==> src/rtl/width_converter_8ton_if.sv <==
// Handshake bundle between the I3C target FSM byte stream and the TTI RX word queue.
// The slave modport is the packer's view; the master modport is the driver/monitor view.
interface width_converter_8ton_if #(
  parameter int Width = 32
);
  localparam int BytesW = $clog2(Width / 8) + 1;

  logic              sink_valid_i;
  logic              sink_ready_o;
  logic [7:0]        sink_data_i;
  logic              flush_i;
  logic              source_valid_o;
  logic              source_ready_i;
  logic [Width-1:0]  source_data_o;
  logic [BytesW-1:0] source_bytes_o;

  modport slave (
    input  sink_valid_i, sink_data_i, flush_i, source_ready_i,
    output sink_ready_o, source_valid_o, source_data_o, source_bytes_o
  );

  modport master (
    output sink_valid_i, sink_data_i, flush_i, source_ready_i,
    input  sink_ready_o, source_valid_o, source_data_o, source_bytes_o
  );
endinterface

==> src/rtl/width_converter_8ton.sv <==
// Little-endian byte-to-word packer for the I3C target RX path (first byte in bits [7:0]).
// Define I3C_WIDTH_CONV_FLUSH_EN to let flush_i emit a partially filled, zero-padded word.
module width_converter_8ton #(
  parameter int Width = 32
) (
  input logic                   clk_i,
  input logic                   rst_ni,
  width_converter_8ton_if.slave bus
);
  localparam int Bytes = Width / 8;
  localparam int BW    = $clog2(Bytes) + 1;
  localparam logic [BW-1:0] BytesC = BW'(Bytes);

  if (((Width % 8) != 0) || (Width < 16)) begin : g_bad_width
    $error("width_converter_8ton: Width must be a multiple of 8 and at least 16");
  end

  logic [BW-1:0]    bcnt_q, bcnt_d;
  logic [Width-1:0] sreg_q, sreg_d;
  logic             vld_q, vld_d;
  logic             byte_acc, word_acc;
  logic [BW-1:0]    wr_idx;

  assign bus.sink_ready_o   = !vld_q || bus.source_ready_i;
  assign bus.source_valid_o = vld_q;
  assign bus.source_data_o  = sreg_q;
  assign bus.source_bytes_o = vld_q ? bcnt_q : '0;

  assign byte_acc = bus.sink_valid_i && bus.sink_ready_o;
  assign word_acc = vld_q && bus.source_ready_i;

`ifndef I3C_WIDTH_CONV_FLUSH_EN
  logic unused_flush;
  assign unused_flush = bus.flush_i;
`endif

  // A draining word frees the register in the same cycle, so the incoming byte restarts at index 0.
  always_comb begin
    bcnt_d = bcnt_q;
    sreg_d = sreg_q;
    vld_d  = vld_q;
    wr_idx = word_acc ? '0 : bcnt_q;

    if (word_acc) begin
      vld_d  = 1'b0;
      bcnt_d = '0;
    end

    if (byte_acc) begin
      if (wr_idx == '0) begin
        sreg_d = {{(Width-8){1'b0}}, bus.sink_data_i};
      end else begin
        for (int i = 1; i < Bytes; i++) begin
          if (wr_idx == BW'(i)) begin
            sreg_d[8*i +: 8] = bus.sink_data_i;
          end
        end
      end
      bcnt_d = wr_idx + 1'b1;
      if (bcnt_d == BytesC) begin
        vld_d = 1'b1;
      end
    end

`ifdef I3C_WIDTH_CONV_FLUSH_EN
    if (!vld_q && bus.flush_i && (bcnt_d != '0)) begin
      vld_d = 1'b1;
    end
`endif
  end

  always_ff @(posedge clk_i or negedge rst_ni) begin
    if (!rst_ni) begin
      bcnt_q <= '0;
      sreg_q <= '0;
      vld_q  <= 1'b0;
    end else begin
      bcnt_q <= bcnt_d;
      sreg_q <= sreg_d;
      vld_q  <= vld_d;
    end
  end
endmodule

==> src/flat_wrapper.sv <==
// flat-port wrapper written by rule: the top's interface ports become plain ports
module width_converter_8ton_flat 
#(
  parameter int Width = 32
)
  (clk_i, rst_ni, bus_sink_valid_i, bus_sink_data_i, bus_flush_i, bus_source_ready_i, bus_sink_ready_o, bus_source_valid_o, bus_source_data_o, bus_source_bytes_o);
  width_converter_8ton_if #(.Width(Width)) bus_i ();
  input logic clk_i;
  input logic rst_ni;
  input wire logic [$bits(bus_i.sink_valid_i)-1:0] bus_sink_valid_i;
  input wire logic [$bits(bus_i.sink_data_i)-1:0] bus_sink_data_i;
  input wire logic [$bits(bus_i.flush_i)-1:0] bus_flush_i;
  input wire logic [$bits(bus_i.source_ready_i)-1:0] bus_source_ready_i;
  output wire logic [$bits(bus_i.sink_ready_o)-1:0] bus_sink_ready_o;
  output wire logic [$bits(bus_i.source_valid_o)-1:0] bus_source_valid_o;
  output wire logic [$bits(bus_i.source_data_o)-1:0] bus_source_data_o;
  output wire logic [$bits(bus_i.source_bytes_o)-1:0] bus_source_bytes_o;
  assign bus_i.sink_valid_i = bus_sink_valid_i;
  assign bus_i.sink_data_i = bus_sink_data_i;
  assign bus_i.flush_i = bus_flush_i;
  assign bus_i.source_ready_i = bus_source_ready_i;
  assign bus_sink_ready_o = bus_i.sink_ready_o;
  assign bus_source_valid_o = bus_i.source_valid_o;
  assign bus_source_data_o = bus_i.source_data_o;
  assign bus_source_bytes_o = bus_i.source_bytes_o;
  width_converter_8ton #(.Width(Width)) u_core (.clk_i(clk_i), .rst_ni(rst_ni), .bus(bus_i));
endmodule
==> config.mk <==
export PLATFORM = sky130hd
export DESIGN_NAME = width_converter_8ton_flat
export DESIGN_NICKNAME = d
export VERILOG_FILES = /design/src/rtl/width_converter_8ton_if.sv /design/src/rtl/width_converter_8ton.sv /design/src/flat_wrapper.sv
export SDC_FILE = /design/constraint.sdc
export NUM_CORES = 1
export LEC_CHECK = 0
export CORE_UTILIZATION = 35
export CTS_CLUSTER_DIAMETER = 100
export DETAILED_ROUTE_END_ITERATION = 6
export GPL_TIMING_DRIVEN = 0
export PLACE_DENSITY = 0.73
export SYNTH_ARGS = -nofsm -noshare
export SYNTH_HDL_FRONTEND = slang
export SYNTH_SLANG_ARGS = --single-unit
export TNS_END_PERCENT = 1
==> constraint.sdc <==
create_clock -name clk_i -period 2.8 [get_ports clk_i]
set_input_delay 0.7 -clock clk_i [delete_from_list [all_inputs] [get_ports clk_i]]
set_output_delay 0.7 -clock clk_i [all_outputs]
set_load 0.005 [all_outputs]
# Word-level counts from Yosys, hierarchy flattened
# Index checks and enable logic that the tools add are counted.
# Widths: inputs -> output; s select.
dict set report totals {
  regBits 36
  mem_bits_rw 0
  mem_count 0
  latchBits 0
  mem_bits_ro 0
  inputBits 13
}
dict set report classes {
  n_bitwise 0
  mux 10
  n_reduce_logical 12
  order_cmp 0
  n_shift 0
  n_div 0
  n_mul 0
  n_addsub 1
  eq_ne 4
}
# operator count
set ops {}
lappend ops {{$mux 24} 1}
lappend ops {{$mux 8} 3}
lappend ops {{$mux 3} 3}
lappend ops {{$reduce_and 2->1} 4}
lappend ops {{$eq 3x2->1 const B} 2}
lappend ops {{$reduce_bool 2->1} 3}
lappend ops {{$add 3x1->3 const B} 1}
lappend ops {{$eq 3x1->1 const B} 1}
lappend ops {{$eq 3x3->1 const B} 1}
lappend ops {{$logic_not 3->1} 1}
lappend ops {{$mux 1} 3}
lappend ops {{$logic_and 1x1->1} 2}
lappend ops {{$logic_not 1->1} 1}
lappend ops {{$logic_or 1x1->1} 1}

# Logic depth before layout (Yosys ltp)
dict set report depth {
  word_depth 6
  ltp_mapped 8
  mapped_depth_nobuf 8
}

# Worst setup path before layout
# OpenSTA, ideal clock, no wires.
dict set report synth_path {
  path_type {input to register}
  from {input port bus_source_ready_i}
  to {register u_core.sreg_q[24], in the netlist u_core.bus.source_data_o[24]}
  setup_slack_ns 0.769
  n_path_buf 1
  setup_time_ns 0.067
  cell_stages 7
  required_time_ns 2.733
  arrival_time_ns 1.964
  cell_sequence {nand2_1 -> nand2_1 -> ha_1 -> clkbuf_1 -> nand2b_1 -> a21oi_1 -> a22o_1}
}
dict set report synth_via {
  elab_chain_len 5
}
# item line
set synth_rtl {}
lappend synth_rtl {{from (decl)} flat_wrapper.sv:13} ;# input wire logic [$bits(bus_i.source_ready_i)-1:0] bus_source_ready_i;
lappend synth_rtl {{$logic_and 1x1->1} width_converter_8ton.sv:30} ;# assign word_acc = vld_q && bus.source_ready_i;
lappend synth_rtl {{$mux 3} -}
lappend synth_rtl {{$eq 3x2->1 or $logic_not 3->1 (tied branches)} {width_converter_8ton.sv:54, width_converter_8ton.sv:50}}
lappend synth_rtl {{$reduce_bool 2->1 (no line)} -}
lappend synth_rtl {{$reduce_and 2->1 (no line)} -}
lappend synth_rtl {{to (signal assigned)} width_converter_8ton.sv:79} ;# sreg_q <= sreg_d;
lappend synth_rtl {{to (decl)} width_converter_8ton.sv:19} ;# logic [Width-1:0] sreg_q, sreg_d;
# Parallel ways exist; a longest one is shown, timed or not.
# A chain may end at the register's enable or synchronous reset.

# Final worst setup path
dict set report layout_path {
  from {input port bus_source_ready_i}
  to {register u_core.sreg_q[25], in the netlist u_core.bus.source_data_o[25]}
}
# Same word-level chain as after synthesis.

==> results.toml <==
[outcome]
outcome = "complete, no violations"

[route]
avgRoutedWirePerCell_microns = 17.4
ant_nets = 0
drc_errors = 0
drt_iter0_markers = 62
first_pass_iters = 4
via_per_inst = 5.24
wirelength_microns = 3740
vias = 1127

[critical_path]
cp-start-kind = "input port"
cp.arrival_ns = 2.81
critical_path.max_fanout = 8
timing.rr.start = "u_core.bus.source_valid_o"
r2r_cells = 7
slowest_delay_ns = 0.60
path_class = "in2reg"
reg2reg_slack_ns = 0.59
endpoint_kind = "flip-flop"
crit_path_cell_trace = "clkdlybuf4s50_1, nand2_1, nand2_1, ha_1, clkbuf_1, nand2b_1, a21oi_1, a22o_1"
r2r_end = "u_core.bus.source_data_o[25]"
timing.critical_path.mode_cell = "nand2_1"
critPathRequiredTime_ns = 3.02
crit_slowest_cell = "a21oi_1"

[timing]
tns_ns = 0
max-slew-margin-rel_pct = 47.5
setup_violations = 0
finClkSkew_ns = 0.00458
worst_pin_slew_ns = 0.788
final_max_slew_viol_count = 0
period_needed_ns = 2.59
hold_viol = 0
timing.final.crit_share_pct = 92.6
grt_setup_unrepaired = "no"
fmax_ghz = 0.386
setup_slack_ns = 0.206

[die]
die-area_sq_mm = 0.00462
die_x_microns = 68.0
core_sq_mm = 0.00409
rows = 23
start_util_pct = 37.3
die_h_microns = 68.0
io_pins = 50

[grt]
grt_max_degree = 37
grt_overflow = 0
grt.total_usage_pct = 18.0
grt_pass1_wl_microns = 5840
first_global_vias = 1204
antenna_found_initial = 0

[power]
internal_power_w = 0.00176
ir_worst_vdd_v = 0.000589
swShare_pct = 30.7
leakage_nw = 0.990
power_frac_seq_pct = 36.0
p_comb_share_pct = 46.4
powerDensity_mw_per_mm2 = 1170
clkPwrFrac_pct = 17.6
switchingPower_w = 0.000781

[layout]
regArea_sq_um = 901
drive_gt1_share_pct = 13.9
final_cell_mix = "clkdlybuf4s50_1, dfrtp_1, a22o_1"
fillers = 351
layout.nets = 183
diodes = 0
final_common_cell = "clkdlybuf4s50_1"
multi_input_comb_area_sq_um = 596
syn_to_final_growth_pct = 42.4

[synth]
syn_avg_cell_area_sq_um = 14.0
synth_fa_ha_area_share_pct = 4.93
muxShareOfSynthArea_pct = 8.55
synth_cells = 109
synth-warning-count = 0
synth_top_family_by_area = "compound AO/OA/AOI/OAI gates"
synth_seq_cells = 36
synth-compound-area-share_pct = 17.0
synth_xor_area_share_pct = 0.575
yosysUniqueCellTypes = 22
ys_seq_area_share_pct = 59.2
syn_nets = 128
synth_area_sq_mm = 0.00152
yosys.area_share.simple_pct = 8.05

[clock_network]
cts_buffers = 5
clk_pin_slew_worst_paths_ns = 0.07
postCtsResizedCells = 0
cts_tree = "built"
htree_levels = 2
post_cts_buffers = 0
clock-sinks = 36
cts_buffer_depth = 2
cts_root_buf = "clkbuf_8"
insertion_delay_ns = 0.28
hold_buffers = 0

[flow_run]
cap_violations = 0

[placed_design]
port_buffers = 48
dp_hpwl_microns = 2640
pre_cts_ws_ns = -0.0917
place_congestion = 0.769

[min_path]
hold_path.class = "in2async"
logic make-up after synthesis:
| family | count (synthesis) |
|---|---|
| AOI/OAI and AO/OA | 32 |
| and+or+nand+nor | 20 |
| muxes | 9 |
| xor gates and xnor gates | 1 |
| DFF | 36 |
| buffers and inverters | 5 |
| adders and majority gates | 6 |
per-layer routing:
layer  track usage (%)  part of all wire [%]  up-vias
met1              22.2                    43      578
li1                  -                     -      505
met5                 0                     0        -
met2              28.8                    51       40
met3              6.33                   4.9        4
met4              6.77                  0.75        0
power by group through the flow:
stage               Sequential, W  Combinational [W]  Clock, W
finish                   0.000915            0.00118  0.000447
global route             0.000943            0.00128  0.000484
CTS                      0.000917            0.00120  0.000454
detailed placement       0.000922            0.00119         0
global placement         0.000909            0.00116         0
floorplan                0.000918           0.000546         0
critical path, delay by kind of cell:
kind	cells	cell delay [ns]
fa+ha+maj	1	0.22
buf+inv	2	0.62
simple gates	3	0.43
compound gates	2	0.83
registers in the layout, indices dropped and copies added, names as in the netlist:
name	cells
u_core.bus.source_data_o	32
u_core.bus.source_valid_o	1
u_core.bcnt_q	3
Yosys cell counts, drive strengths merged:
| cell | n | area share, % |
|---|---|---|
| dfrtp | 36 | 59 |
| a22o | 24 | 14 |
| mux2 | 8 | 7.9 |
| nand2 | 8 | 2.0 |
| and2 | 6 | 2.8 |
| ha | 6 | 4.9 |
| o21ai | 5 | 1.9 |
| nand2b | 3 | 1.4 |
| clkbuf | 2 | 0.49 |
| inv | 2 | 0.49 |
| nor3b | 2 | 1.6 |
| a21o | 1 | 0.49 |
| a21oi | 1 | 0.33 |
| buf | 1 | 0.74 |
| mux2i | 1 | 0.66 |
| nor2 | 1 | 0.25 |
| o21a | 1 | 0.49 |
| xnor2 | 1 | 0.58 |
through the flow:
| step | power, W | hold slack, ns | util, % | std cells | instance area, sq um |
|---|---|---|---|---|---|
| 6_report | 0.00254 | 0.496 | 53.1 | 215 | 2170 |
| 2_1_floorplan | 0.00146 | 0.404 | - | 109 | 1520 |
| 5_1_grt | 0.00271 | 0.522 | 53.1 | 215 | 2170 |
| 4_1_cts | 0.00257 | 0.505 | 53.1 | 215 | 2170 |
| 3_5_place_dp | 0.00211 | 0.484 | 50.4 | 207 | 2060 |
| 3_3_place_gp | 0.00206 | 0.486 | 50.6 | 207 | 2070 |
worst max path at each step:
stage                       start                           end  slack, ns  depth (start not counted)
4_1_cts        bus_source_ready_i  u_core.bus.source_data_o[25]       0.20                          8
3_5_place_dp   bus_source_ready_i  u_core.bus.source_data_o[25]      -0.09                          8
5_1_grt        bus_source_ready_i  u_core.bus.source_data_o[25]       0.08                          8
2_1_floorplan  bus_source_ready_i  u_core.bus.source_data_o[24]       0.77                          7
3_3_place_gp   bus_source_ready_i  u_core.bus.source_data_o[26]      -0.05                          8
6_report       bus_source_ready_i  u_core.bus.source_data_o[25]       0.21                          8
final cells by class:
class	count	area share [%]
Sequential cell	36	41.5
Multi-Input combinational cell	68	27.5
Timing Repair Buffer	48	21.9
Clock buffer	6	3.35
Tap cell	50	2.89
Clock inverter	2	1.62
Buffer	3	0.866
Inverter	2	0.346
No activity file was read; power rests on OpenSTA's default activity.
